### config.mk
export PLATFORM = sky130hd
export DESIGN_NAME = laser_beacon_sequencer
export DESIGN_NICKNAME = d
export VERILOG_FILES = /design/src/rtl/laser_pkg.sv /design/src/rtl/laser_input_sync.sv /design/src/rtl/laser_beacon_sequencer.sv
export SDC_FILE = /design/constraint.sdc
export NUM_CORES = 1
export LEC_CHECK = 0
export CAP_MARGIN = 15
export CORE_MARGIN = 3
export CORE_UTILIZATION = 50
export CTS_BUF_LIST = sky130_fd_sc_hd__clkbuf_4 sky130_fd_sc_hd__clkbuf_8
export CTS_CLUSTER_SIZE = 24
export DETAILED_ROUTE_END_ITERATION = 10
export PLACE_DENSITY = 0.65
export SETUP_SLACK_MARGIN = 0.2
export SLEW_MARGIN = 20
export SYNTH_ARGS = -nofsm -noshare
export SYNTH_HDL_FRONTEND = slang
export SYNTH_SLANG_ARGS = --single-unit
### constraint.sdc
create_clock -name clk -period 9.2 [get_ports clk]
set_input_delay 1.38 -clock clk [delete_from_list [all_inputs] [get_ports clk]]
set_output_delay 1.38 -clock clk [all_outputs]
set_load 0.005 [all_outputs]
### src/rtl/laser_pkg.sv
// Shared types and default widths for the laser beacon tower front end.
package laser_pkg;

  localparam int unsigned LB_POS_W       = 16;
  localparam int unsigned LB_MAX_BEACONS = 4;
  localparam int unsigned LB_MIN_WIDTH   = 2;
  localparam int unsigned LB_PERIOD_W    = 24;

  typedef enum logic [1:0] {
    WAIT_SYNC = 2'd0,
    SCAN      = 2'd1,
    IN_BEACON = 2'd2
  } lb_state_e;

  typedef struct packed {
    logic [LB_POS_W-1:0] rise;
    logic [LB_POS_W-1:0] fall;
  } beacon_t;

endpackage

### src/rtl/laser_input_sync.sv
// Two-flop synchroniser for one asynchronous tower pin, with rise/fall pulses
// derived from the synchronised level.
module laser_input_sync (
  input  logic clk,
  input  logic rst_n,
  input  logic async_i,
  output logic level_o,
  output logic rise_o,
  output logic fall_o
);

  logic meta_q;
  logic sync_q;
  logic prev_q;

  always_ff @(posedge clk or negedge rst_n) begin
    if (!rst_n) begin
      meta_q <= 1'b0;
      sync_q <= 1'b0;
      prev_q <= 1'b0;
    end else begin
      meta_q <= async_i;
      sync_q <= meta_q;
      prev_q <= sync_q;
    end
  end

  assign level_o = sync_q;
  assign rise_o  = sync_q & ~prev_q;
  assign fall_o  = ~sync_q & prev_q;

endmodule

### src/rtl/laser_beacon_sequencer.sv
// Laser beacon tower sequencer: encoder position count, per-revolution beacon
// slot table, and a double-buffered snapshot committed at each index pulse.
module laser_beacon_sequencer
  import laser_pkg::*;
#(
  parameter int unsigned POS_W       = LB_POS_W,
  parameter int unsigned MAX_BEACONS = LB_MAX_BEACONS,
  parameter int unsigned MIN_WIDTH   = LB_MIN_WIDTH,
  parameter int unsigned PERIOD_W    = LB_PERIOD_W,
  localparam int unsigned CNT_W      = $clog2(MAX_BEACONS + 1),
  localparam int unsigned ADDR_W     = (MAX_BEACONS > 1) ? $clog2(MAX_BEACONS) : 1
) (
  input  logic                clk,
  input  logic                rst_n,
  input  logic                laser_signal,
  input  logic                laser_sync,
  input  logic                laser_cod_a,
  input  logic                laser_cod_b,
  output logic [POS_W-1:0]    position,
  output logic                position_direction,
  output logic                beacon_active,
  output logic                snap_valid,
  input  logic                snap_ack,
  output logic [CNT_W-1:0]    snap_count,
  output logic                snap_overflow,
  output logic                snap_missed,
  output logic [PERIOD_W-1:0] snap_period,
  input  logic [ADDR_W-1:0]   rd_addr,
  output logic [POS_W-1:0]    rd_rise,
  output logic [POS_W-1:0]    rd_fall
);

  logic a_lvl, a_rise, a_fall;
  logic b_lvl, b_rise, b_fall;
  logic sync_lvl, sync_rise, sync_fall;
  logic sig_lvl, sig_rise, sig_fall;
  logic unused_edges;

  laser_input_sync u_sync_a   (.clk(clk), .rst_n(rst_n), .async_i(laser_cod_a),
                               .level_o(a_lvl), .rise_o(a_rise), .fall_o(a_fall));
  laser_input_sync u_sync_b   (.clk(clk), .rst_n(rst_n), .async_i(laser_cod_b),
                               .level_o(b_lvl), .rise_o(b_rise), .fall_o(b_fall));
  laser_input_sync u_sync_idx (.clk(clk), .rst_n(rst_n), .async_i(laser_sync),
                               .level_o(sync_lvl), .rise_o(sync_rise), .fall_o(sync_fall));
  laser_input_sync u_sync_sig (.clk(clk), .rst_n(rst_n), .async_i(laser_signal),
                               .level_o(sig_lvl), .rise_o(sig_rise), .fall_o(sig_fall));

  assign unused_edges = ^{a_rise, a_fall, b_lvl, b_fall, sync_lvl, sync_fall};

  lb_state_e            state_q;
  logic [POS_W-1:0]     position_q, rise_pos_q, rd_rise_q, rd_fall_q;
  logic                 dir_q, bact_q, ovf_q;
  logic                 snap_valid_q, snap_ovf_q, snap_missed_q;
  logic [CNT_W-1:0]     count_q, count_d, snap_count_q;
  logic [PERIOD_W-1:0]  period_q, period_inc, snap_period_q;
  logic [POS_W-1:0]     tbl_rise_q [MAX_BEACONS];
  logic [POS_W-1:0]     tbl_fall_q [MAX_BEACONS];
  logic [POS_W-1:0]     tbl_rise_d [MAX_BEACONS];
  logic [POS_W-1:0]     tbl_fall_d [MAX_BEACONS];
  logic [POS_W-1:0]     bank_rise_q [MAX_BEACONS];
  logic [POS_W-1:0]     bank_fall_q [MAX_BEACONS];
  logic [POS_W-1:0]     width_diff, width_mag;
  logic                 commit, close, wide, full, store, ovf_set;

  // A sync inside IN_BEACON closes the beacon at the pre-reset position, so
  // the closing slot write is folded into the same-cycle snapshot copy.
  always_comb begin
    commit     = sync_rise && (state_q != WAIT_SYNC);
    width_diff = position_q - rise_pos_q;
    width_mag  = width_diff[POS_W-1] ? -width_diff : width_diff;
    close      = (state_q == IN_BEACON) && (sig_rise || sync_rise);
    wide       = width_mag >= POS_W'(MIN_WIDTH);
    full       = count_q == CNT_W'(MAX_BEACONS);
    store      = close && wide && !full;
    ovf_set    = close && wide && full;
    count_d    = count_q + CNT_W'(store);
    period_inc = (&period_q) ? period_q : period_q + PERIOD_W'(1);
    tbl_rise_d = tbl_rise_q;
    tbl_fall_d = tbl_fall_q;
    if (store) begin
      tbl_rise_d[ADDR_W'(count_q)] = rise_pos_q;
      tbl_fall_d[ADDR_W'(count_q)] = position_q;
    end
  end

  always_ff @(posedge clk or negedge rst_n) begin
    if (!rst_n) begin
      state_q       <= WAIT_SYNC;
      position_q    <= '0;
      rise_pos_q    <= '0;
      dir_q         <= 1'b0;
      bact_q        <= 1'b0;
      count_q       <= '0;
      ovf_q         <= 1'b0;
      period_q      <= '0;
      snap_valid_q  <= 1'b0;
      snap_count_q  <= '0;
      snap_ovf_q    <= 1'b0;
      snap_missed_q <= 1'b0;
      snap_period_q <= '0;
      rd_rise_q     <= '0;
      rd_fall_q     <= '0;
      for (int unsigned i = 0; i < MAX_BEACONS; i++) begin
        tbl_rise_q[i]  <= '0;
        tbl_fall_q[i]  <= '0;
        bank_rise_q[i] <= '0;
        bank_fall_q[i] <= '0;
      end
    end else begin
      bact_q <= ~sig_lvl;
      if (b_rise) dir_q <= a_lvl;
      if (sync_rise)   position_q <= '0;
      else if (b_rise) position_q <= a_lvl ? position_q + POS_W'(1) : position_q - POS_W'(1);

      case (state_q)
        WAIT_SYNC: if (sync_rise) state_q <= SCAN;
        SCAN: if (sig_fall) begin
          state_q    <= IN_BEACON;
          rise_pos_q <= sync_rise ? '0 : position_q;
        end
        IN_BEACON: begin
          if (sig_rise)       state_q    <= SCAN;
          else if (sync_rise) rise_pos_q <= '0;
        end
        default: state_q <= WAIT_SYNC;
      endcase

      tbl_rise_q <= tbl_rise_d;
      tbl_fall_q <= tbl_fall_d;
      period_q   <= sync_rise ? '0 : period_inc;

      if (commit) begin
        bank_rise_q   <= tbl_rise_d;
        bank_fall_q   <= tbl_fall_d;
        snap_count_q  <= count_d;
        snap_ovf_q    <= ovf_q | ovf_set;
        snap_period_q <= period_inc;
        snap_valid_q  <= 1'b1;
        snap_missed_q <= snap_valid_q && !snap_ack;
        count_q       <= '0;
        ovf_q         <= 1'b0;
      end else begin
        count_q <= count_d;
        ovf_q   <= ovf_q | ovf_set;
        if (snap_ack && snap_valid_q) begin
          snap_valid_q  <= 1'b0;
          snap_missed_q <= 1'b0;
        end
      end

      if (CNT_W'(rd_addr) < snap_count_q) begin
        rd_rise_q <= bank_rise_q[rd_addr];
        rd_fall_q <= bank_fall_q[rd_addr];
      end else begin
        rd_rise_q <= '0;
        rd_fall_q <= '0;
      end
    end
  end

  assign position           = position_q;
  assign position_direction = dir_q;
  assign beacon_active      = bact_q;
  assign snap_valid         = snap_valid_q;
  assign snap_count         = snap_count_q;
  assign snap_overflow      = snap_ovf_q;
  assign snap_missed        = snap_missed_q;
  assign snap_period        = snap_period_q;
  assign rd_rise            = rd_rise_q;
  assign rd_fall            = rd_fall_q;

endmodule

### Word-level counts from Yosys, hierarchy flattened

Cells that the tools add are included.

* flip-flop bits (word level): 393
* output and inout bits: 80
* logic and storage cells: 125
* input bits: 9

* bitwise gates (word level): 11
* muxes and demuxes: 34
* order comparisons: 5
* equal/unequal tests: 8
* add/sub/neg operators: 6
* reduce and logical (&&, ||, !) cells: 19

Operators by type and width (count)
* 2-to-1 mux 16 bit: 15
* bitwise mux 64 bit: 2
* 2-to-1 mux 64 bit: 2
* binary-select mux 16 bit (select 2 bit): 2
* 2-to-1 mux 24 bit: 2
* demux 16 bit (select 2 bit): 1
* case mux 16 bit (2 select lines): 1
* adder 24 x 1 -> 24 bit (second input constant): 1
* AND reduction 24 bit: 1
* adder 16 x 1 -> 16 bit (second input constant): 1
* greater-or-equal comparator 16 x 2 -> 1 bit (second input constant): 1
* negator 16 bit: 1
* subtractor 16 x 1 -> 16 bit (second input constant): 1
* subtractor 16 bit: 1
* != test 2 bit (second input constant): 5
* logical AND 1 bit: 8
* nonzero test 2 bit: 4
* greater-or-equal comparator 3 bit (second input constant): 2
* 2-to-1 mux 2 bit: 3
* NOT 2 -> 3 bit: 2
* case mux 2 bit (3 select lines): 1
* AND 1 bit: 4
* 2-to-1 mux 1 bit: 4
* NOT 1 bit: 4
* 13 further kinds: 14

### Logic depth before layout (Yosys ltp)

* word-level depth: 8
* gate-level depth with buffers: 18

### By module

A second synthesis with hierarchy kept.

* cell total of the unflattened synthesis: 1749
* area, all modules: 17869.6 sq um

By module, submodules not included
* laser_beacon_sequencer: sequential area each 9559.2 sq um, area each 17509.3 sq um, cells an instance 1729, times used 1
* laser_input_sync: sequential area each 75.1 sq um, area each 90.1 sq um, cells an instance 5, times used 4

### Worst setup path after synthesis

Ideal clock, no wire load.

* path kind: register to register
* start: register position_q[0] (netlist: position[0])
* end: register snap_count_q[2] (netlist: snap_count[2])
* path slack: 4819 ps
* stages on the path, launching flop included: 19
* arrival time: 4247 ps
* path buffers: 0
* library setup time: 135 ps
* cell sequence: dfrtp_1 -> inv_1 -> ha_1 -> inv_1 -> fa_1 -> a211oi_2 -> o31ai_2 -> a311oi_4 -> nand2b_1 -> o221ai_1 -> or4_1 -> o211ai_2 -> nand4_2 -> or2_2 -> and3_1 -> ha_1 -> ha_1 -> xnor2_1 -> o21ai_0

* word-level cells in the longest chain between the ends: 7

Ends and longest elaborated chain
* start, declared: RTL line laser_beacon_sequencer.sv:51 `logic [POS_W-1:0] position_q, rise_pos_q, rd_rise_q, rd_fall_q;`
* start signal, assigned: RTL line laser_beacon_sequencer.sv:113 `else if (b_rise) position_q <= a_lvl ? position_q + POS_W'(1) : position_q - POS_W'(1);`
* subtractor 16 bit (*): RTL line laser_beacon_sequencer.sv:69 `width_diff = position_q - rise_pos_q;`
* negator 16 bit: RTL line laser_beacon_sequencer.sv:70 `width_mag = width_diff[POS_W-1] ? -width_diff : width_diff;`
* 2-to-1 mux 16 bit (*): RTL line laser_beacon_sequencer.sv:70
* greater-or-equal comparator 16 x 2 -> 1 bit (*): RTL line laser_beacon_sequencer.sv:72 `wide = width_mag >= POS_W'(MIN_WIDTH);`
* logical AND 1 bit (*) (2 in series): RTL line laser_beacon_sequencer.sv:74 `store = close && wide && !full;`
* adder 3 x 1 -> 3 bit (*): RTL line laser_beacon_sequencer.sv:76 `count_d = count_q + CNT_W'(store);`
* end signal, assigned: RTL line laser_beacon_sequencer.sv:135 `snap_count_q <= count_d;`
* end, declared: RTL line laser_beacon_sequencer.sv:54 `logic [CNT_W-1:0] count_q, count_d, snap_count_q;`

Every way passes the cells marked *; elsewhere a longest branch is shown, timed or not.
A chain may end at the register's enable or synchronous reset.

==> flow_summary_export.csv <==
group,metric,value,unit
clock_tree,cts.sinks,393,
yosys,syn_area_per_cell,11.9,um^2
place,place_congestion,0.861,
clock_tree,cts_buffers,67,
power,ir_worst_vdd,0.155,mV
route,post-route-drc-count,0,
global_routing,grt_antenna_before_repair,0,
yosys,synth_seq_cells,393,
layout,fin_area,20500,um^2
layout,stdcell_count,2101,
clock_tree,clkLatencyLatePin,580,ps
layout,area_delta_synth_final,15.5,%
timing,min_period_over_period,0.598,
status,status,"finished clean",
timing,timing.final.max_slew_violations,0,
floorplan,row_count,68,
clock_tree,cts_tree,"yes",
flow_run,drv_cap,0,
place,placed_area,19000,um^2
route,dr.first_iter.drc_count,743,
place,dp_hpwl,23.9,mm
clock_tree,cts_resized,0,
clock_tree,cts_setup_buffers,0,
timing,post-route-min-period,5500,ps
power,power_leakage,9.94,nW
yosys,yosysSeqAreaShare,0.555,
yosys,synth-edff-count,0,
power,p_total,0.00600,W
clock_tree,clock-root-buffer,"clkbuf_8",
layout,layout.nets,1649,
global_routing,grt-ovfl-total,0,
layout,fill_cells,2859,
timing,hold_viol,0,
route,dr.pass1.iters,5,
timing,clock_skew,21.9,ps
floorplan,coreArea,34700,um^2
layout,mostFrequentLayoutCell,"dfrtp_1",
layout,drive_gt1_frac,0.223,
worst_setup_path,cp.arrival,5950,ps
route,antenna_left,0,
global_routing,track_usage,0.213,
place,io_buffers,88,
yosys,ys_async_sr_fraction,1.00,
worst_setup_path,endpoint_kind,"flop",
yosys,synth_nets,1540,
worst_setup_path,critPathLaunchType,"flop",
yosys,yosysUniqueCellTypes,80,
worst_setup_path,worstPathRequired,9650,ps
worst_setup_path,worstSetupPathType,"flop to flop",
global_routing,grt_pass1_vias,11800,
place,dp_cells,1988,
floorplan,ioPinCount,89,
place,pre_cts_ws,3500,ps
route,route.vias.total,11500,
clock_tree,clk_path_buf_depth,3,
route,wl,39.1,mm
route,wl_per_cell,18.6,um
timing,grt_setup_unrepaired,"no",
global_routing,grt_start_max_net_pins,183,
floorplan,die_height,194,um
worst_setup_path,cp_max_fo,29,
yosys,synth_warnings,0,
timing,worstMarginPinSlew,1090,ps
power,pwr_density_cell,293,nW/um^2
floorplan,fp.dieArea,37700,um^2
timing,setup_slack,3700,ps
layout,n_antenna_cell,0,
route,viasPerCell,5.48,
global_routing,grt_first_pass_wirelength,64.9,mm
yosys,syn_area,17700,um^2
layout,mostFrequentLayoutCells,"dfrtp_1, nand2_1, nor2_1, clkbuf_8, clkdlybuf4s50_1",
yosys,synthFlopType,"dfrtp_1",
hold_path,worstHoldPathType,"flop to flop",
clock_tree,htreeDepth,3,
timing,fmax,182,MHz
floorplan,die_w,194,um
clock_tree,clk_pin_slew,60,ps
floorplan,start_util,0.510,
worst_setup_path,ff2ff_setup_slack,3700,ps
timing,setup_viol,0,
yosys,synthesis.instances,1495,
timing,setup_tns,0,ps
clock_tree,cts_hold_buf,0,
timing,relSlewSlack,0.271,
## per-stage QoR
stage	hold slack (ps)	utilization
after floorplan	331	-
after CTS	350	0.588
after global routing	351	0.590
after detailed placement	337	0.548
after global placement	333	0.548
final	347	0.590
## final timing paths
kind | from | end | cells after the start
max in group asynchronous | rst_n | bank_fall_q[7]$_DFFE_PN0P_ | 2
min in group asynchronous | rst_n | snap_period[13]$_DFFE_PN0P_ | 1
min reg2reg | u_sync_b.meta_q$_DFF_PN0_ | u_sync_b.level_o$_DFF_PN0_ | 0
min | u_sync_b.meta_q$_DFF_PN0_ | u_sync_b.level_o$_DFF_PN0_ | 0
max reg2reg | position[0]$_DFFE_PN0P_ | bank_rise_q[31]$_DFFE_PN0P_ | 15
max | position[0]$_DFFE_PN0P_ | bank_rise_q[31]$_DFFE_PN0P_ | 15
## cells in the mapped netlist (all sizes together) (3+ instances only)
| master | number | area share |
|---|---|---|
| xor2 | 22 | 0.011 |
| o2111a | 3 | 0.0019 |
| o2111ai | 3 | 0.0022 |
| nor3 | 9 | 0.0025 |
| nand4 | 5 | 0.0025 |
| inv | 50 | 0.011 |
| or2 | 54 | 0.019 |
| nor4 | 6 | 0.0025 |
| o31ai | 3 | 0.0016 |
| and2 | 4 | 0.0014 |
| a31oi | 50 | 0.018 |
| o22a | 3 | 0.0015 |
| buf | 23 | 0.013 |
| nand3 | 30 | 0.0085 |
| a211oi | 7 | 0.0035 |
| a22o | 16 | 0.0079 |
| a21o | 7 | 0.0030 |
| ha | 34 | 0.024 |
| nor2 | 117 | 0.025 |
| a21oi | 32 | 0.0095 |
| mux2 | 128 | 0.092 |
| o21ai | 66 | 0.019 |
| or3 | 8 | 0.0028 |
| or4 | 6 | 0.0028 |
| xnor2 | 21 | 0.011 |
| nand2 | 191 | 0.040 |
| and3 | 10 | 0.0035 |
| dfrtp | 393 | 0.56 |
| clkbuf | 51 | 0.011 |
| nor2b | 39 | 0.014 |
| o211ai | 6 | 0.0031 |
| mux2i | 22 | 0.012 |
| mux4 | 32 | 0.041 |
| nand2b | 9 | 0.0032 |
## report_power, final
part / total (W) / internal (W) / switching, W / leakage [nW]
Sequential: 0.00234 / 0.00212 / 0.000219 / 5.28
Combinational: 0.00205 / 0.000910 / 0.00114 / 3.92
Clock: 0.00161 / 0.000937 / 0.000674 / 0.740
## flip-flops by register name (all words and copies together) (netlist names), 2 cells and up
| register | count |
|---|---|
| bank_fall_q | 64 |
| bank_rise_q | 64 |
| tbl_fall_q | 64 |
| tbl_rise_q | 64 |
| period_q | 24 |
| snap_period | 24 |
| position | 16 |
| rd_fall | 16 |
| rd_rise | 16 |
| rise_pos_q | 16 |
| count_q | 3 |
| snap_count | 3 |
| state_q | 2 |
## kinds of logic after synthesis
| logic type | count (synthesis) | synth area share |
|---|---|---|
| and+or+nand+nor | 498 | 0.133 |
| DFF | 393 | 0.555 |
| AOI/OAI and AO/OA | 219 | 0.0845 |
| muxes | 182 | 0.145 |
| buffers and inverters | 124 | 0.0341 |
| xor gates and xnor gates | 43 | 0.0225 |
| adders and majority gates | 36 | 0.0263 |
## final cells by class
type / instances / area (um^2) / share of cell area
clock buffer: 107 / 1370 / 0.0670
clock inverter: 4 / 22.5 / 0.00110
inverter: 50 / 188 / 0.00917
multi-input combinational: 978 / 7350 / 0.359
sequential: 393 / 9830 / 0.480
tap: 455 / 569 / 0.0278
timing repair buffer: 114 / 1140 / 0.0555
## layer usage
| metal | part of all wire | vias to the layer above | GRT usage |
|---|---|---|---|
| met4 | 0.027 | 0 | 0.0705 |
| met5 | 0 | - | 0 |
| met3 | 0.045 | 62 | 0.0400 |
| li1 | - | 5419 | - |
| met1 | 0.47 | 5813 | 0.302 |
| met2 | 0.46 | 228 | 0.335 |
## worst max-delay path, stage by stage, from the launching register on
cell,delay (ps)
dfrtp_1,450
inv_1,170
ha_1,220
inv_1,70
fa_1,410
a211oi_2,330
o31ai_2,160
a311oi_4,350
o311ai_0,320
or4_1,590
o211ai_2,170
nand4_2,300
o211ai_4,610
buf_4,550
mux2_4,360
mux2_2,270
Power figures use the tool's default switching activity.
